File: src/rtl/divisor_top_if.sv
// Handshake and operand/result bundle for the restoring divider.
// The master side issues start with A/B; the slave side returns Q/R and status.
interface divisor_top_if #(
    parameter int N = 4
);
    logic         start;
    logic [N-1:0] A;
    logic [N-1:0] B;
    logic [N-1:0] Q;
    logic [N-1:0] R;
    logic         busy;
    logic         done;
    logic         div_by_zero;

    modport master (
        output start, A, B,
        input  Q, R, busy, done, div_by_zero
    );

    modport slave (
        input  start, A, B,
        output Q, R, busy, done, div_by_zero
    );
endinterface

File: src/rtl/divisor_top.sv
// Unsigned N-bit restoring divider producing one quotient bit per clock.
// A start pulse captures A/B; N+1 clocks later Q/R/div_by_zero update with a done pulse.
module divisor_top #(
    parameter int N = 4
) (
    input  logic              clk,
    input  logic              rst,
    divisor_top_if.slave      bus
);
    localparam int CW = $clog2(N + 1);
    localparam logic [CW-1:0] LAST_ITER = CW'(N - 1);

    typedef enum logic [1:0] {
        IDLE,
        RUN,
        FINISH
    } state_t;

    state_t        state_q;
    state_t        state_d;

    logic [CW-1:0] cnt_q;
    logic [N-1:0]  dvd_q;
    logic [N-1:0]  dvs_q;
    logic [N-1:0]  quo_q;
    logic [N-1:0]  rem_q;
    logic [N:0]    step;

    logic [N-1:0]  q_q;
    logic [N-1:0]  r_q;
    logic          done_q;
    logic          dbz_q;

    // One restoring iteration: returns {quotient bit, next partial remainder}.
    // The trial remainder is N+1 bits wide so the compare against B never overflows;
    // after a successful subtract it is always below B, so N bits suffice to store it.
    function automatic logic [N:0] restore_step(
        input logic [N-1:0] rem,
        input logic         din,
        input logic [N-1:0] dvs
    );
        logic [N:0] trial;
        logic [N:0] diff;
        trial = {rem, din};
        diff  = trial - {1'b0, dvs};
        if (trial >= {1'b0, dvs}) begin
            restore_step = {1'b1, diff[N-1:0]};
        end else begin
            restore_step = {1'b0, trial[N-1:0]};
        end
    endfunction

    always_comb begin
        step = restore_step(rem_q, dvd_q[N-1], dvs_q);
    end

    always_comb begin
        state_d = state_q;
        case (state_q)
            IDLE:    if (bus.start) state_d = RUN;
            RUN:     if (cnt_q == LAST_ITER) state_d = FINISH;
            FINISH:  state_d = IDLE;
            default: state_d = IDLE;
        endcase
    end

    always_ff @(posedge clk) begin
        if (rst) begin
            state_q <= IDLE;
        end else begin
            state_q <= state_d;
        end
    end

    always_ff @(posedge clk) begin
        if (rst) begin
            cnt_q  <= '0;
            dvd_q  <= '0;
            dvs_q  <= '0;
            quo_q  <= '0;
            rem_q  <= '0;
            q_q    <= '0;
            r_q    <= '0;
            done_q <= 1'b0;
            dbz_q  <= 1'b0;
        end else begin
            done_q <= 1'b0;
            case (state_q)
                IDLE: begin
                    if (bus.start) begin
                        dvd_q <= bus.A;
                        dvs_q <= bus.B;
                        rem_q <= '0;
                        quo_q <= '0;
                        cnt_q <= '0;
                    end
                end
                RUN: begin
                    // B==0 falls out naturally: every compare succeeds, Q saturates, R collects A.
                    rem_q <= step[N-1:0];
                    quo_q <= {quo_q[N-2:0], step[N]};
                    dvd_q <= {dvd_q[N-2:0], 1'b0};
                    cnt_q <= cnt_q + 1'b1;
                end
                FINISH: begin
                    q_q    <= quo_q;
                    r_q    <= rem_q;
                    dbz_q  <= (dvs_q == '0);
                    done_q <= 1'b1;
                end
                default: begin
                    done_q <= 1'b0;
                end
            endcase
        end
    end

    assign bus.Q           = q_q;
    assign bus.R           = r_q;
    assign bus.done        = done_q;
    assign bus.div_by_zero = dbz_q;
    assign bus.busy        = (state_q != IDLE);

endmodule

File: src/flat_wrapper.sv
// flat-port wrapper written by rule: the top's interface ports become plain ports
module divisor_top_flat 
#(
    parameter int N = 4
)
  (clk, rst, bus_start, bus_A, bus_B, bus_Q, bus_R, bus_busy, bus_done, bus_div_by_zero);
  divisor_top_if #(.N(N)) bus_i ();
  input  logic clk;
  input  logic rst;
  input wire logic [$bits(bus_i.start)-1:0] bus_start;
  input wire logic [$bits(bus_i.A)-1:0] bus_A;
  input wire logic [$bits(bus_i.B)-1:0] bus_B;
  output wire logic [$bits(bus_i.Q)-1:0] bus_Q;
  output wire logic [$bits(bus_i.R)-1:0] bus_R;
  output wire logic [$bits(bus_i.busy)-1:0] bus_busy;
  output wire logic [$bits(bus_i.done)-1:0] bus_done;
  output wire logic [$bits(bus_i.div_by_zero)-1:0] bus_div_by_zero;
  assign bus_i.start = bus_start;
  assign bus_i.A = bus_A;
  assign bus_i.B = bus_B;
  assign bus_Q = bus_i.Q;
  assign bus_R = bus_i.R;
  assign bus_busy = bus_i.busy;
  assign bus_done = bus_i.done;
  assign bus_div_by_zero = bus_i.div_by_zero;
  divisor_top #(.N(N)) u_core (.clk(clk), .rst(rst), .bus(bus_i));
endmodule
File: config.mk
export PLATFORM = sky130hd
export DESIGN_NAME = divisor_top_flat
export DESIGN_NICKNAME = d
export VERILOG_FILES = /design/src/rtl/divisor_top_if.sv /design/src/rtl/divisor_top.sv /design/src/flat_wrapper.sv
export SDC_FILE = /design/constraint.sdc
export NUM_CORES = 1
export LEC_CHECK = 0
export CORE_UTILIZATION = 47
export CTS_CLUSTER_SIZE = 10
export DETAILED_ROUTE_END_ITERATION = 6
export PLACE_DENSITY = 0.74
export SYNTH_ARGS = -nofsm -noshare
export SYNTH_HDL_FRONTEND = slang
export SYNTH_SLANG_ARGS = --single-unit
File: constraint.sdc
create_clock -name clk -period 1.7 [get_ports clk]
set_clock_uncertainty 0.1 [all_clocks]
set_input_delay 0.34 -clock clk [delete_from_list [all_inputs] [get_ports clk]]
set_output_delay 0.34 -clock clk [all_outputs]
set_load 0.1 [all_outputs]
### Word-level counts from Yosys, hierarchy flattened

Index checks and enable logic that the tools add are counted.

| word-level totals | value |
|---|---|
| output and inout port bits | 11 |
| logic and storage cells | 37 |
| register bits | 31 |

| operators by class | value |
|---|---|
| reductions and logical operators | 7 |
| muxes and demuxes | 12 |
| magnitude comparators | 1 |
| $add $sub $neg | 2 |
| eq/ne operators | 5 |

Operator list:

| operator | number |
|---|---|
| $pmux W4 S2 | 3 |
| $mux W4 | 2 |
| $pmux W3 S2 | 1 |
| $reduce_and A2 Y1 | 3 |
| $ge A5 B4 Y1 | 1 |
| $mux W5 | 1 |
| $logic_not A4 Y1 | 1 |
| $mux W2 | 2 |
| $pmux W2 S2 | 1 |
| $reduce_bool A2 Y1 | 2 |
| $sub A4 B4 Y4 | 1 |
| $add A3 B1 Y3 const B | 1 |
| $eq A3 B2 Y1 const B | 1 |
| $mux W3 | 1 |
| $eq A2 B1 Y1 const B | 1 |
| $eq A2 B2 Y1 const B | 1 |
| $logic_not A2 Y1 | 1 |
| $ne A2 B1 Y1 const B | 1 |
| $ne A2 B2 Y1 const B | 1 |
| $mux W1 | 1 |

### Depth between registers and ports, before layout

| logic depth | value |
|---|---|
| depth in word-level cells | 3 |
| gate-level depth with buffers | 7 |
| gate-level depth less buffers | 7 |

### Worst setup path before layout

OpenSTA, ideal clock, no wires.

| timing | value |
|---|---|
| path kind | register -> register |
| start point | reg u_core.dvd_q[3] |
| end point | reg u_core.rem_q[2] |
| library setup time | 62 ps |
| cell stages (with the launch flop) | 8 |
| slack | -25 ps |
| arrival | 1,562 ps |
| data required time | 1,538 ps |
| cell sequence | dfxtp_1 inv_1 ha_1 fa_1 nor2_1 o21ai_1 a2111o_1 nand3_1 |

| on the way | value |
|---|---|
| longest elaborated chain between the ends | 3 |
| elaborated cells on any way between the ends | 4 |
| classes of those cells | 1 x add/sub; 1 x order compare; 2 x mux |

RTL lines:

| element | RTL line | text |
|---|---|---|
| start, declared | divisor_top.sv:23 | `logic [N-1:0] dvd_q;` |
| start signal, assigned | divisor_top.sv:91 | `dvd_q <= bus.A;` |
| start signal, assigned | divisor_top.sv:102 | `dvd_q <= {dvd_q[N-2:0], 1'b0};` |
| $sub A4 B4 Y4 / $ge A5 B4 Y1 (equally long branches) | divisor_top.sv:45, divisor_top.sv:46 |  |
| $mux W5 (*) | divisor_top.sv:46 | `if (trial >= {1'b0, dvs}) begin` |
| $pmux W4 S2 (*) | divisor_top.sv:88 | `case (state_q)` |
| end signal, assigned | divisor_top.sv:100 | `rem_q <= step[N-1:0];` |
| end, declared | divisor_top.sv:26 | `logic [N-1:0] rem_q;` |

Mark *: on every way between the ends. The rest lies on a longest branch, timed or not.
A chain may end at the register's enable or synchronous reset.

### Worst setup path after layout

| timing | value |
|---|---|
| start point | reg u_core.state_q[1] |
| end point | out bus_busy |

| on the way | value |
|---|---|
| longest elaborated chain between the ends | 1 |

RTL lines:

| element | RTL line | text |
|---|---|---|
| start, declared | divisor_top.sv:19 | `state_t state_q;` |
| start signal, assigned | divisor_top.sv:71 | `state_q <= state_d;` |
| $reduce_bool A2 Y1 | divisor_top.sv:122 | `assign bus.busy = (state_q != IDLE);` |
| end, declared | flat_wrapper.sv:15 | `output wire logic [$bits(bus_i.busy)-1:0] bus_busy;` |

Every way passes these cells.

==> metrics.md <==
| Metric | Value |
|---|---|
| Antenna Diode Count | `0` |
| Cell family with the largest share of critical-path delay | `flip-flops` |
| Post-DR wirelength/cell | `14.2 µm` |
| Syn nets | `190` |
| Minimum clock period after layout | `1640 ps` |
| Maximum fanout along the worst path | `8` |
| Slew at the pin closest to its max-slew limit | `388 ps` |
| Root Buffer | `sky130_fd_sc_hd__clkbuf_4` |
| Final cell count without fillers | `245` |
| Share of async-settable or async-resettable flops after synthesis | `0%` |
| Crit start category | `flip-flop` |
| WP data arrival | `1200 ps` |
| YS warnings | `0` |
| Clock latency on the worst-skew pair | `330 ps` |
| Maximum single-stage delay on the critical path | `380 ps` |
| Required time reported for the critical path endpoint | `1260 ps` |
| Via count of the first global-routing pass | `1295` |
| Number of antenna violations at the first check in global routing | `0` |
| Tightest Hold Check Type | `flip-flop to flip-flop` |
| Number of distinct library cells after synthesis | `38` |
| Internal power of the cells | `1.15 mW` |
| Master of the slowest instance on the critical path | `sky130_fd_sc_hd__dfxtp_1` |
| Hold path start | `u_core.quo_q[3]$_SDFFE_PP0P_` |
| Overflow left after global routing | `0` |
| Total Routed Length | `3470 µm` |
| Element type at the critical path end | `output pin` |
| Largest net degree at the start of global routing | `15` |
| Width of the die | `57.0 µm` |
| Destination of the worst hold path | `u_core.bus.Q[3]$_SDFFE_PP0P_` |
| Sequential share of power | `48.2%` |
| Number of buffers created by CTS | `5` |
| Port Buffers | `21` |
| Syn Inst Count | `172` |
| Maximum VDD drop | `622 µV` |
| CTS H-tree depth | `2` |
| Origin of the critical flop-to-flop path | `u_core.dvs_q[3]$_SDFFE_PP0P_` |
| Reg2Reg Depth | `6` |
| Clock tree from TritonCTS | `yes` |
| Fraction of layout instances using a drive strength above 1 | `31.3%` |
| Share of the yosys chip area belonging to registers | `43.6%` |
| Final number of hold-violating endpoints | `0` |
| Status | `finished with violations` |
| Category of the critical setup timing path | `flip-flop to output pin` |
| Leakage Power | `0.829 nW` |
| Most common flop cell mapped by yosys | `sky130_fd_sc_hd__dfxtp_1` |
| Number of vias per cell | `5.40` |
| Areal power density over the cells | `780 mW/mm²` |
| Nets | `233` |
| Number of antenna-violating nets in the routed design | `0` |
| Crit path buf inv count | `1` |
| Share of total power in the clock network | `22.9%` |
| Overall power consumption | `1.63 mW` |
| Area of the die | `0.00325 mm²` |
| Violated checks | `DRC` |
| Count of final max-slew check failures | `0` |
| Synthesis-stage register bit count | `31` |
| CTS clk-pin slew, worst paths | `90 ps` |
| Reg2reg setup slack | `70 ps` |
| Final setup fails | `0` |
| Routability Congestion | `0.789` |
| DP HPWL | `2590 µm` |
| Relative contribution of combinational cells to total power | `28.9%` |
| Net switching component of the power | `481 µW` |
| EDFF count, synth | `0` |
| Max transition margin | `73.9%` |
| Cells after DPL | `237` |
| Unrepaired setup endpoints after global routing | `yes` |
| Switching fraction of total power | `29.5%` |
| Final critical-path share of the clock period | `96.7%` |
| Syn-to-layout area delta | `46.7%` |
| Mean cell area of the mapped netlist | `8.28 µm²` |
| Cell Chain, Critical Path | `or2_2 -> buf_12` |
| Total standard cell area after synthesis | `0.00142 mm²` |
| Aggregate global-route resource usage | `23.1%` |
| Global-route wire length before repair | `5770 µm` |
| CTS Buffer Depth | `2` |
| Fmax achieved | `0.609 GHz` |
| Initial cell density of the core | `50.8%` |
| Clock net sink count | `31` |
| Utilization of the core after routing | `74.4%` |
| Pre-Repair DR Iteration Count | `6` |
| Post-cts hold buffer count | `0` |
| Count of routing violations after the opening detailed-route iteration | `41` |
| Hold path depth | `2` |
| Number of top-level pins | `22` |
| Critical R2R Capture | `u_core.rem_q[3]$_SDFFE_PP0P_` |
| Die Span Y | `57.0 µm` |
| Total of fill cells in the finished design | `240` |
| Total number of vias | `1324` |
| Maximum capacitance violations | `0` |
| Placeable core region | `0.00281 mm²` |
| Number of rows created at floorplan | `19` |
| DRC errors left | `2` |
[how the worst max path moves through the flow]
stage	slack, ps	cells past startpoint	start	endpoint
after detailed placement	-100	6	u_core.dvs_q[2]$_SDFFE_PP0P_	u_core.rem_q[1]$_SDFFE_PP0P_
after CTS	5	8	u_core.dvd_q[3]$_SDFFE_PP0P_	u_core.rem_q[2]$_SDFFE_PP0P_
final	60	2	u_core.state_q[1]$_SDFFE_PP0P_	bus_busy
after global routing	-20	6	u_core.dvs_q[2]$_SDFFE_PP0P_	u_core.rem_q[1]$_SDFFE_PP0P_
after floorplan	8	7	u_core.dvd_q[3]$_SDFFE_PP0P_	u_core.rem_q[2]$_SDFFE_PP0P_
after global placement	-60	6	u_core.dvs_q[2]$_SDFFE_PP0P_	u_core.rem_q[0]$_SDFFE_PP0P_
[layer usage]
| metal | up-vias | global-route usage, % | part of all wire, % |
|---|---|---|---|
| li1 | 680 | - | - |
| met1 | 613 | 28.7 | 47 |
| met2 | 28 | 39.3 | 50 |
| met3 | 3 | 4.99 | 2.8 |
| met4 | 0 | 9.06 | 0.61 |
| met5 | - | 0 | 0 |
[logic make-up after synthesis]
logic type               count (synthesis)  share of synthesized area, %
adder cells (fa/ha/maj)                  7                          6.68
buffers and inverters                   16                          5.10
AND/OR/NAND/NOR                         76                          23.7
flip-flops                              31                          43.6
multiplexers                             1                         0.703
AO/OA/AOI/OAI                           41                          20.2
[cell usage in the layout, fill, tap and decap left out, types with 2 or more instances in the layout]
master,n
sky130_fd_sc_hd__buf_4,21
sky130_fd_sc_hd__a311oi_1,3
sky130_fd_sc_hd__ha_4,4
sky130_fd_sc_hd__o21ai_1,3
sky130_fd_sc_hd__dfxtp_2,5
sky130_fd_sc_hd__ha_1,2
sky130_fd_sc_hd__inv_2,3
sky130_fd_sc_hd__a21oi_1,14
sky130_fd_sc_hd__nand3_1,3
sky130_fd_sc_hd__o21a_1,2
sky130_fd_sc_hd__inv_1,5
sky130_fd_sc_hd__a22oi_1,5
sky130_fd_sc_hd__nor2b_1,2
sky130_fd_sc_hd__dfxtp_1,26
sky130_fd_sc_hd__clkdlybuf4s50_1,10
sky130_fd_sc_hd__a32o_1,3
sky130_fd_sc_hd__nand2b_1,2
sky130_fd_sc_hd__nor2_1,28
sky130_fd_sc_hd__or2_4,2
sky130_fd_sc_hd__nand2_1,27
sky130_fd_sc_hd__buf_12,11
sky130_fd_sc_hd__nor2_2,2
sky130_fd_sc_hd__clkbuf_4,5
sky130_fd_sc_hd__buf_6,2
[power by group through the flow]
| stage | Sequential, mW | Clock [mW] | Combinational [mW] |
|---|---|---|---|
| 2_1_floorplan | 0.788 | 0 | 0.233 |
| 3_3_place_gp | 0.794 | 0 | 0.358 |
| 3_5_place_dp | 0.795 | 0 | 0.371 |
| 4_1_cts | 0.781 | 0.375 | 0.409 |
| 5_1_grt | 0.789 | 0.403 | 0.512 |
| 6_report | 0.786 | 0.373 | 0.470 |
[sequential cells by signal (all words and copies together), names as in the netlist]
register / cells
u_core.quo_q: 4
u_core.dvd_q: 4
u_core.bus.div_by_zero: 1
u_core.bus.done: 1
u_core.state_q: 2
u_core.bus.Q: 4
u_core.rem_q: 4
u_core.bus.R: 4
u_core.cnt_q: 3
u_core.dvs_q: 4
[cells in the mapped netlist, drive strengths merged, types with 3 or more instances]
cell | n | area share, %
a21oi | 15 | 5.3
nor2b | 4 | 1.8
nand2 | 27 | 7.1
inv | 8 | 2.1
a22oi | 5 | 2.6
a311oi | 4 | 2.9
or2 | 3 | 1.3
dfxtp | 31 | 44
nand3 | 3 | 1.1
ha | 6 | 5.3
o21ai | 5 | 1.8
clkbuf | 3 | 0.79
nor2 | 30 | 7.9
buf | 5 | 2.2
a32o | 3 | 2.1
[timing repair]
| item | 4_1_cts | 5_1_grt |
|---|---|---|
| setup endpoints to repair | 5 | 5 |
| pin swaps | 7 | 7 |
| gates resized for setup | 14 | 19 |
| buffers inserted | 1 | 1 |
[metrics by stage]
stage | TNS, ps | worst slack (ps) | hold slack [ps] | area, µm²
finish | 0 | 56.9 | 375 | 2090
global route | -35.2 | -18.7 | 397 | 2090
CTS | 0 | 4.72 | 378 | 2010
detailed placement | -477 | -97.5 | 366 | 1900
global placement | -171 | -63.7 | 353 | 1900
floorplan | 0 | 7.84 | 332 | 1430
[cell type report]
cell class / count / area, µm² / area share [%]
well taps: 31 / 38.8 / 1.86
inverters: 8 / 30.0 / 1.44
repair buffers: 44 / 500 / 24.0
flip-flops and latches: 31 / 627 / 30.0
multi-input cells: 125 / 851 / 40.7
clock buffers: 6 / 41.3 / 1.98
[worst min-delay path, stage by stage (launching register included)]
cell                      delay [ps]
sky130_fd_sc_hd__dfxtp_1         320
sky130_fd_sc_hd__nand2_1          60
sky130_fd_sc_hd__a21oi_1          50
No activity file was read; power rests on OpenSTA's default activity.
